<file path="src/rtl/alu_pkg.sv">
// Shared definitions for the ALU sharing arbiter: widths, ALU function codes and FSM states.
// Optional build macro ALU_ARB_FIXED_PRIO_EN (used by alu_rr_arb2) selects fixed priority.
package alu_pkg;

    localparam int ALU_WIDTH = 64;
    localparam int ALU_FUN_W = 4;

    localparam logic [ALU_FUN_W-1:0] ALU_ADD = 4'd0;
    localparam logic [ALU_FUN_W-1:0] ALU_SUB = 4'd1;
    localparam logic [ALU_FUN_W-1:0] ALU_AND = 4'd2;
    localparam logic [ALU_FUN_W-1:0] ALU_XOR = 4'd3;

    typedef enum logic [1:0] {
        ST_IDLE = 2'd0,
        ST_EXEC = 2'd1,
        ST_RESP = 2'd2
    } arb_state_e;

endpackage

</file>
<file path="src/rtl/alu_rr_arb2.sv">
// Two-way grant logic. Default: round-robin with a one-bit preference pointer.
// With ALU_ARB_FIXED_PRIO_EN defined: req0 always wins ties and the pointer is removed.
module alu_rr_arb2
    import alu_pkg::*;
(
    input  logic clk,
    input  logic rst_n,
    input  logic i_en,
    input  logic i_req0,
    input  logic i_req1,
    output logic o_gnt0,
    output logic o_gnt1
);

    logic w_pick1;

`ifdef ALU_ARB_FIXED_PRIO_EN
    assign w_pick1 = i_req1 & ~i_req0;
`else
    logic r_ptr;

    // r_ptr == 1 means requester 1 is preferred on a tie.
    assign w_pick1 = i_req1 & (~i_req0 | r_ptr);

    always_ff @(posedge clk or negedge rst_n) begin
        if (!rst_n) begin
            r_ptr <= 1'b0;
        end else if (i_en && (i_req0 || i_req1)) begin
            r_ptr <= ~w_pick1;
        end
    end
`endif

    assign o_gnt1 = i_en & w_pick1;
    assign o_gnt0 = i_en & i_req0 & ~w_pick1;

endmodule

</file>
<file path="src/rtl/alu_share_arbiter.sv">
// Shares one external execute-stage ALU between two requesters, registers the tagged result
// and owns the Y86 condition codes. Build macro ALU_ARB_FIXED_PRIO_EN selects fixed priority.
module alu_share_arbiter
    import alu_pkg::*;
#(
    parameter int WIDTH = ALU_WIDTH,
    parameter int FUN_W = ALU_FUN_W
) (
    input  logic             clk,
    input  logic             rst_n,

    input  logic             req0_valid,
    output logic             req0_ready,
    input  logic [FUN_W-1:0] req0_fun,
    input  logic [WIDTH-1:0] req0_a,
    input  logic [WIDTH-1:0] req0_b,
    input  logic             req0_set_cc,

    input  logic             req1_valid,
    output logic             req1_ready,
    input  logic [FUN_W-1:0] req1_fun,
    input  logic [WIDTH-1:0] req1_a,
    input  logic [WIDTH-1:0] req1_b,
    input  logic             req1_set_cc,

    output logic [WIDTH-1:0] alu_a,
    output logic [WIDTH-1:0] alu_b,
    output logic [FUN_W-1:0] alu_fun,
    input  logic [WIDTH-1:0] alu_y,
    input  logic             alu_of,

    output logic             rsp_valid,
    output logic             rsp_id,
    output logic [WIDTH-1:0] rsp_result,
    output logic             rsp_err,

    output logic             cc_zf,
    output logic             cc_sf,
    output logic             cc_of
);

    arb_state_e       r_state;
    logic [WIDTH-1:0] r_alu_a;
    logic [WIDTH-1:0] r_alu_b;
    logic [FUN_W-1:0] r_alu_fun;
    logic             r_set_cc;
    logic             r_id;
    logic             r_of_tmp;
    logic             r_rsp_valid;
    logic             r_rsp_id;
    logic [WIDTH-1:0] r_rsp_result;
    logic             r_rsp_err;
    logic             r_cc_zf;
    logic             r_cc_sf;
    logic             r_cc_of;

    logic             w_idle;
    logic             w_gnt0;
    logic             w_gnt1;
    logic             w_fun_legal;
    logic             w_fun_arith;

    assign w_idle = (r_state == ST_IDLE);

    alu_rr_arb2 u_arb (
        .clk    (clk),
        .rst_n  (rst_n),
        .i_en   (w_idle),
        .i_req0 (req0_valid),
        .i_req1 (req1_valid),
        .o_gnt0 (w_gnt0),
        .o_gnt1 (w_gnt1)
    );

    // The latched function stays on alu_fun for the whole EXEC state, so decode from it.
    assign w_fun_legal = (r_alu_fun <= FUN_W'(ALU_XOR));
    assign w_fun_arith = (r_alu_fun == FUN_W'(ALU_ADD)) || (r_alu_fun == FUN_W'(ALU_SUB));

    always_ff @(posedge clk or negedge rst_n) begin
        if (!rst_n) begin
            r_state      <= ST_IDLE;
            r_alu_a      <= '0;
            r_alu_b      <= '0;
            r_alu_fun    <= '0;
            r_set_cc     <= 1'b0;
            r_id         <= 1'b0;
            r_of_tmp     <= 1'b0;
            r_rsp_valid  <= 1'b0;
            r_rsp_id     <= 1'b0;
            r_rsp_result <= '0;
            r_rsp_err    <= 1'b0;
            r_cc_zf      <= 1'b1;
            r_cc_sf      <= 1'b0;
            r_cc_of      <= 1'b0;
        end else begin
            case (r_state)
                ST_IDLE: begin
                    if (w_gnt0 || w_gnt1) begin
                        r_alu_a   <= w_gnt1 ? req1_a      : req0_a;
                        r_alu_b   <= w_gnt1 ? req1_b      : req0_b;
                        r_alu_fun <= w_gnt1 ? req1_fun    : req0_fun;
                        r_set_cc  <= w_gnt1 ? req1_set_cc : req0_set_cc;
                        r_id      <= w_gnt1;
                        r_state   <= ST_EXEC;
                    end
                end

                ST_EXEC: begin
                    if (w_fun_legal) begin
                        r_rsp_result <= alu_y;
                        r_rsp_err    <= 1'b0;
                    end else begin
                        r_rsp_result <= '0;
                        r_rsp_err    <= 1'b1;
                    end
                    // Logical ops never overflow, whatever the ALU reports.
                    r_of_tmp    <= w_fun_arith & alu_of;
                    r_rsp_id    <= r_id;
                    r_rsp_valid <= 1'b1;
                    r_alu_a     <= '0;
                    r_alu_b     <= '0;
                    r_alu_fun   <= '0;
                    r_state     <= ST_RESP;
                end

                ST_RESP: begin
                    r_rsp_valid <= 1'b0;
                    if (r_set_cc && !r_rsp_err) begin
                        r_cc_zf <= (r_rsp_result == '0);
                        r_cc_sf <= r_rsp_result[WIDTH-1];
                        r_cc_of <= r_of_tmp;
                    end
                    r_state <= ST_IDLE;
                end

                default: begin
                    r_state <= ST_IDLE;
                end
            endcase
        end
    end

    assign req0_ready = w_gnt0;
    assign req1_ready = w_gnt1;

    assign alu_a      = r_alu_a;
    assign alu_b      = r_alu_b;
    assign alu_fun    = r_alu_fun;

    assign rsp_valid  = r_rsp_valid;
    assign rsp_id     = r_rsp_id;
    assign rsp_result = r_rsp_result;
    assign rsp_err    = r_rsp_err;

    assign cc_zf      = r_cc_zf;
    assign cc_sf      = r_cc_sf;
    assign cc_of      = r_cc_of;

endmodule

</file>
<file path="config.mk">
export PLATFORM = sky130hd
export DESIGN_NAME = alu_share_arbiter
export DESIGN_NICKNAME = d
export VERILOG_FILES = /design/src/rtl/alu_pkg.sv /design/src/rtl/alu_rr_arb2.sv /design/src/rtl/alu_share_arbiter.sv
export SDC_FILE = /design/constraint.sdc
export NUM_CORES = 1
export LEC_CHECK = 0
export CAP_MARGIN = 10
export CORE_AREA = 5 5 204 206
export CTS_CLUSTER_SIZE = 40
export DETAILED_ROUTE_END_ITERATION = 10
export DIE_AREA = 0 0 209 211
export SYNTH_ARGS = -nofsm -noshare
export SYNTH_HDL_FRONTEND = slang
export SYNTH_SLANG_ARGS = --single-unit
</file>
<file path="constraint.sdc">
create_clock -name clk -period 2.3 [get_ports clk]
set_clock_uncertainty 0.2 [all_clocks]
set_input_delay 0.46 -clock clk [delete_from_list [all_inputs] [get_ports clk]]
set_output_delay 0.46 -clock clk [all_outputs]
set_load 0.1 [all_outputs]
</file>
==> results by stage, run 1 <==
Logic synthesis:
- For this run, asynchronously set or reset flops after synthesis account for 1.000.
- Counting every net in the synthesized netlist gives 1123.
- In this run the mean area of a mapped cell was 11.76 sq um.
- Sorting the synthesized cells by area gives the leading types as sky130_fd_sc_hd__dfrtp_1 (56%), sky130_fd_sc_hd__mux2i_1 (15%), sky130_fd_sc_hd__o2bb2ai_1 (13%), sky130_fd_sc_hd__nand2_1 (2.9%), sky130_fd_sc_hd__inv_1 (2.8%).
- The synthesized design spends more area on one cell type than any other, namely sky130_fd_sc_hd__dfrtp_1.
- The summed instance area of the synthesized netlist is 9230 sq um.
- The number of flops mapped to enable cells by yosys is 0.
- The synthesized design contains 208 register bits.
- The primary flip-flop cell chosen by synthesis mapping is sky130_fd_sc_hd__dfrtp_1.
- The gate count of the mapped netlist is 785.
- The portion of synthesized cell area occupied by the leading cell type is 0.5612.
- The number of synthesis warnings is 0.
- For this run, the register share of the synthesized area comes to 0.5641.
- The count of different cell masters after synthesis is 31.

Timing:
- The number of max-slew violations in the final report came to 0.
- Based on the critical path, the design can be clocked at up to 444.8 MHz.
- In the finished design, the share of the clock period the worst path needs comes to 0.9774.
- Setup violations remaining at the end of the flow were counted as 0.
- At the pin with the least slew margin, the transition time is 602.8 ps.
- Setup repair after global routing could not meet its margin everywhere.
- The final-report hold violation count is 0.
- The max-slew headroom at the worst pin is 0.5981.
- The worst path meets setup with 51.95 ps of slack.
- The smallest clock period supported by the final layout is computed as 2248 ps.

Route:
- The first-pass detailed-route iteration total is 4.
- The detailed router finished its first iteration with 376 violations.
- The via density per instance is 4.374.
- The routed wire length is 37750 microns.
- The via count of the routed design is 8377.
- In this run the remaining antenna-violating nets after routing total 0.
- The residual DRC count is 0.
- The detailed-route wire length per cell is 19.71 microns.

Floorplan:
- For this configuration, the core starts out at a cell density of 0.2339.
- For this design the top-level I/O count stands at 539.
- The die outline height is 211 microns.
- The floorplan has 73 rows.
- In this run the horizontal extent of the chip is 209 microns.
- The core region is 39460 sq um.
- The floorplan step defined a die boundary enclosing 44100 sq um.

Pwr:
- Dividing total power by cell area gives a power density of 1748 nW/um^2.
- The fraction of power consumed by the clock network is 0.147.
- The share of power burned in registers is 0.215.
- The internal power summed over all cells is 12.15 mW.
- For this design the static power due to leakage is 7.068 nW.
- The peak ir drop on the vdd network is 0.0009244 V.
- Of the total power, the share spent switching nets is 0.5682.
- The share of total power dissipated in combinational logic is 0.639.
- The analysis attributes to net switching a power of 15.99 mW.

Flow run:
- The max-cap violation count is 0.

Critical path:
- The biggest cell delay along the critical path is 390 ps.
- The worst setup path is of the reg -> out kind.
- The cell with the biggest individual delay on the critical path is sky130_fd_sc_hd__dfrtp_1.
- The critical path buffer and inverter count is 2.
- At the worst endpoint, the arrival time is 1590 ps.
- The critical path endpoint category is a primary output.
- The maximum fanout count along the critical path is 4.
- The type of element launching the critical path is a flip-flop.
- Walking the worst path, the cells encountered are inv_2 -> ha_4 -> and3_4 -> buf_12.
- At the worst endpoint, the required time is 1640 ps.
- The cell family contributing the most delay on the critical path is flip-flops.

Clock tree:
- The number of levels the H-tree was split into is 1.
- TritonCTS built the clock tree.
- The largest buffer count on any clock path is 3.
- Counting every sink on the clock net gives 208.
- The clock reaches the later pin of the worst-skew pair after 520 ps.
- Clock-pin slew was measured on the worst setup and hold paths at 60 ps.
- Clock tree synthesis selected as its root buffer the cell sky130_fd_sc_hd__clkbuf_16.
- The number of clock buffers inserted by TritonCTS is 26.

GRT:
- The via count of the first global-routing pass was 9045.
- The wire length of the first global-routing pass is 56470 microns.
- The initial antenna violation count came to 0.
- For this run the aggregate overflow at the end of global routing stands at 0.
- For this run, the total global-route usage over all layers was measured as 0.1617.
- The largest net degree at the start of global routing is 67.

Placement:
- The global placement routability congestion is 0.9023.
- The pre-CTS setup slack is -96.59 ps.
- After detailed placement, the total cell area comes to 15140 sq um.
- Detailed placement ended at an HPWL of 29440 microns.
- The count of buffers added on input and output ports is 538.

Layout:
- The most common cell after layout, fill and taps aside is sky130_fd_sc_hd__clkdlybuf4s50_1.
- The net count of the finished layout is 1707.
- The post-route standard cell area excluding fillers is 16100 sq um.
- In the final layout, the share of cells above drive strength 1 is 0.2426.
- The fill cell instance count of the final layout is 3841.
- The library cells used most frequently in the layout, excluding fill and tap cells, are sky130_fd_sc_hd__clkdlybuf4s50_1 (333), sky130_fd_sc_hd__buf_4 (265), sky130_fd_sc_hd__dfrtp_1 (207), sky130_fd_sc_hd__mux2i_1 (134), sky130_fd_sc_hd__o2bb2ai_1 (132).
- The area growth from synthesis to layout is 74.39%.

Run status:
- The flow ran to the end, and the final reports show no timing, DRC or antenna violations.

Hold path:
- The worst hold path belongs to the class in -> reg.
[timing repair]
action | 4_1_cts | 5_1_grt
gates resized for setup | 4 | 1
pin swaps | 1 | 1
hold endpoints to repair | 50 | 0
endpoints found under the setup margin | 2 | 2
setup buffers | 6 | 5
hold buffers | 1 | 0
[power by group through the flow]
stage          Clock, mW  Combinational, mW  Sequential, mW
2_1_floorplan          0               3.85            15.0
3_3_place_gp           0               17.9            6.06
3_5_place_dp           0               18.0            6.06
4_1_cts             4.30               18.1            6.04
5_1_grt             4.42               18.7            6.22
6_report            4.12               18.0            6.05
[worst register-to-register path: stages (launching register included)]
cell and delay (ps):
sky130_fd_sc_hd__dfrtp_1 390, sky130_fd_sc_hd__inv_2 90, sky130_fd_sc_hd__ha_4 150, sky130_fd_sc_hd__and3_4 250
sky130_fd_sc_hd__buf_4 140, sky130_fd_sc_hd__buf_12 180, sky130_fd_sc_hd__buf_4 270, sky130_fd_sc_hd__mux2i_1 230
sky130_fd_sc_hd__o2bb2ai_1 80
[synth_stat cells, types with 2 or more instances]
cell                        count
sky130_fd_sc_hd__a21oi_1        2
sky130_fd_sc_hd__buf_1          2
sky130_fd_sc_hd__buf_2         14
sky130_fd_sc_hd__buf_4         11
sky130_fd_sc_hd__buf_8          7
sky130_fd_sc_hd__clkbuf_1      25
sky130_fd_sc_hd__dfrtp_1      207
sky130_fd_sc_hd__ha_1           3
sky130_fd_sc_hd__inv_1         68
sky130_fd_sc_hd__mux2i_1      134
sky130_fd_sc_hd__nand2_1       72
sky130_fd_sc_hd__nand3b_1       2
sky130_fd_sc_hd__nand4_1        5
sky130_fd_sc_hd__nor2_1         3
sky130_fd_sc_hd__nor4_1        15
sky130_fd_sc_hd__o21ai_0       44
sky130_fd_sc_hd__o21ai_1       26
sky130_fd_sc_hd__o2bb2ai_1    132
[layer usage]
layer  track usage  vias to the layer above  wire (microns)
li1              -                     3969               -
met1        0.2038                     3997           15380
met2        0.2767                      355           18690
met3       0.03802                       56            2605
met4       0.05018                        0            1080
met5             0                        -               0
[flip-flops by register name, indices dropped and copies added (netlist names)]
name,cells
rsp_id,1
alu_a,64
cc_of,1
alu_b,64
rsp_valid,1
r_state,2
r_set_cc,1
cc_zf,1
rsp_err,1
r_of_tmp,1
alu_fun,4
cc_sf,1
rsp_result,64
u_arb.r_ptr,1
r_id,1
[cells by family after synthesis]
logic type / Yosys count / share of synthesized area
AOI/OAI and AO/OA: 209 / 0.1685
DFF: 208 / 0.5641
muxes: 135 / 0.1465
buffers and inverters: 128 / 0.06778
and+or+nand+nor: 102 / 0.04907
adders and majority gates: 3 / 0.004067
[final cells by class]
cell class | instances | area (sq um) | share of cell area
Timing Repair Buffer | 616 | 5667 | 0.3520
Sequential cell | 208 | 5206 | 0.3234
Multi-Input combinational cell | 449 | 3440 | 0.2137
Clock buffer | 34 | 721.9 | 0.04485
Tap cell | 525 | 656.9 | 0.04081
Inverter | 68 | 255.2 | 0.01586
Clock inverter | 14 | 147.6 | 0.009172
Antenna cell | 1 | 2.502 | 0.0001555
[metrics by stage]
| step | util | hold slack [ps] | setup TNS [ps] | cells | total power, mW |
|---|---|---|---|---|---|
| 6_report | 0.4079 | 278.9 | 0 | 1915 | 28.14 |
| 5_1_grt | 0.4079 | 272.8 | -53.12 | 1914 | 29.33 |
| 3_3_place_gp | 0.3836 | 257.7 | -2541 | 1855 | 23.95 |
| 3_5_place_dp | 0.3836 | 264.8 | -3041 | 1855 | 24.02 |
| 2_1_floorplan | - | -35.59 | 0 | 785 | 18.90 |
| 4_1_cts | 0.4074 | 241.8 | -36.85 | 1910 | 28.41 |
[final timing paths]
check / start / endpoint / slack (ps) / cells after the start
hold reg to reg: r_id / r_id / 280 / 1
hold / removal: alu_y[17] / rsp_result[17] / 280 / 3
setup / recovery: r_state[1] / req1_ready / 50 / 4
max in group asynchronous: rst_n / alu_b[9] / 930 / 3
setup reg to reg: r_state[1] / alu_b[2] / 220 / 8
min in group asynchronous: rst_n / rsp_result[42] / 320 / 2
Note: power is estimated with default switching activity, not from simulation.
==> run 2: changes to the inputs <==
Settings changed: GPL_ROUTABILITY_DRIVEN from default to 0, SETUP_SLACK_MARGIN from default to 0.5.
==> run 2 against run 1 <==
The flow now finishes with violations (setup timing); sequential share of layout area decreased by 3.8 points; cell area grew 15%; register-to-register slack got worse by 160 ps; count of clock-buffer cells in the layout rose by 6; critical endpoint unchanged; die area did not move; critical path depth up 1; non-clock buffer count is 48 higher; flip-flop and latch count did not move; worst hold slack got worse by 49 ps; combinational power increased by 21%; sequential power rose by 5.3%; highest routed layer unchanged.
==> results by stage, run 2 (synthesis gave the netlist of run 1 again) <==
Timing:
- Derived from the worst setup path, the maximum achievable clock frequency is 425.4 MHz.
- The final period utilization is 1.022.
- For the pin with the worst max-slew slack, the measured transition is 426.7 ps.
- After layout, the minimum clock period comes to 2351 ps.
- The final-report hold violation count is 0.
- The number of max-slew violations in the final report is 0.
- The count of endpoints failing setup in the final report is 2.
- Setup repair after global routing could not meet its margin everywhere.
- Measured against its own limit, the worst slew margin works out to 0.7129.
- The worst-case setup margin in the final layout is -50.56 ps.
- Final hold analysis gives a worst-case slack of 229.5 ps.

Layout:
- The final cell utilization of the core is 0.4676.
- The library cell used most frequently in the layout, excluding fill and tap cells, is sky130_fd_sc_hd__clkdlybuf4s50_1.
- Relative to the synthesized area, the layout overhead comes to 99.90%.
- In the layout the commonest cells are sky130_fd_sc_hd__clkdlybuf4s50_1 (333), sky130_fd_sc_hd__buf_4 (196), sky130_fd_sc_hd__dfrtp_1 (157), sky130_fd_sc_hd__mux2i_1 (107), sky130_fd_sc_hd__o2bb2ai_1 (98).
- The layout cell share with drive strength beyond 1 is 0.3461.
- After the last flow step, the layout net total stands at 1756.

Route:
- The routed design has 42520 microns of wire.
- The via count of the routed design is 8863.
- After the first detailed-routing iteration, the DRC count stood at 461.
- The pre-antenna-repair detailed-routing pass consisted of 5 iterations.
- In the routed design, unresolved DRC markers number 0.
- The number of nets with antenna violations after routing is 0.
- The detailed-route wire length per cell is 21.66 microns.
- The via density per instance is 4.515.

Critical path:
- Data arrives at the worst endpoint at 1690 ps.
- The worst reg-to-reg path cell count is 11.
- The maximum fanout count along the critical path is 5.
- The worst setup path is launched from a flip-flop.
- For the worst setup path, the data required time is 1640 ps.
- The type of the worst setup path is reg -> out.
- STA classifies the critical path endpoint as a primary output.

GRT:
- The via count of the first global-routing pass is 9141.
- The wire length of the first global-routing pass is 58040 microns.
- Across every metal layer, demand over resource in global routing totals 0.1688.
- The initial antenna violation count was 0.
- The largest net degree at the start of global routing is 68.
- The total global routing overflow is 0.

Run status:
- The checks that failed: setup timing.
- The run finished, with violations left.

Hold path:
- The worst min-delay path class is in -> async.

Clock tree:
- The largest buffer count on any clock path is 3.
- The CTS tree is done.
- The tree is rooted in a sky130_fd_sc_hd__clkbuf_16.
- The number of levels the H-tree was split into is 1.
- The clock transition at the registers of the reported paths is 60 ps.
- In this run, CTS created clock tree buffers numbering 25.
- The number of sinks driven by the clock tree is 208.
- The later pin in the worst-skew pair is clocked with a latency of 530 ps.

Placement:
- The placed wire-length estimate is 28980 microns.
- The count of buffers added on input and output ports is 538.
- Timing analysis after detailed placement gives a worst setup slack of -69.14 ps.

Pwr:
- The peak ir drop on the vdd network is 0.001099 V.
- In this run the static leakage power is 7.792 nW.
- Power spread over the standard cell area amounts to 1734 nW/um^2.

Floorplan:
- The standard-cell row count is 73.
- Measured along the x axis, the die boundary spans 209 microns.
- For this configuration, the core starts out at a cell density of 0.2339.
- The floorplan die area is 44100 sq um.
- The core region is 39460 sq um.
- 539 I/O pins were placed.
- The die outline height is 211 microns.

Flow run:
- The max-cap violation count is 0.
## run 2: area by class of cell
class | count | area (sq um)
multi-input cells | 451 | 4059
fillers | 3579 | 21010
diodes | 2 | 5.005
inverters | 68 | 255.2
clock buffers | 40 | 752.0
clock inverters | 5 | 28.78
well taps | 525 | 656.9
repair buffers | 664 | 7426
flip-flops and latches | 208 | 5269
## run 2: final timing paths
path | start | endpoint | slack (ps)
setup / recovery | r_state[1] | req1_ready | -50
hold / removal | rst_n | rsp_result[21] | 230
setup reg to reg | r_state[1] | alu_b[9] | 60
hold reg to reg | alu_b[42] | alu_b[42] | 290
max in group asynchronous | rst_n | cc_zf | 970
min in group clk | alu_y[39] | rsp_result[39] | 260
## run 2: timing repair
item / CTS / global route
gates cloned: 8 / 19
hold buffers: 1 / 0
pin swaps: 2 / 14
resized for setup: 135 / 217
setup buffers: 16 / 29
endpoints found under the hold margin: 42 / 0
setup endpoints to repair: 402 / 406
## run 2: power breakdown
| group | switching [mW] | internal, mW | leakage [nW] | total, mW |
|---|---|---|---|---|
| Sequential | 1.25 | 5.12 | 2.63 | 6.37 |
| Combinational | 14.5 | 7.35 | 4.78 | 21.8 |
| Clock | 1.57 | 2.23 | 0.388 | 3.79 |
## run 2: critical path, cell delays in order (launching register included)
cell and delay, ps:
sky130_fd_sc_hd__dfrtp_1 390, sky130_fd_sc_hd__inv_2 90, sky130_fd_sc_hd__ha_4 170, sky130_fd_sc_hd__and3_4 200
sky130_fd_sc_hd__buf_12 120, sky130_fd_sc_hd__buf_12 170
## run 2: per-layer routing
layer,wire length (microns),vias up,part of all wire,track usage
li1,-,4091,-,-
met1,17140,4332,0.40,0.2136
met2,21480,386,0.51,0.2946
met3,2927,54,0.069,0.03921
met4,974,0,0.023,0.04028
met5,0,-,0,0
## run 2: metrics by stage
stage	total power [mW]	cell area, sq um	setup TNS, ps	instances
after global routing	33.25	18450	-200.2	1961
final	32.00	18450	-61.21	1963
after CTS	29.39	16750	-163.6	1913
after global placement	23.82	15110	-4822	1843
after detailed placement	23.95	15110	-2269	1843
after floorplan	19.06	9350	0	785
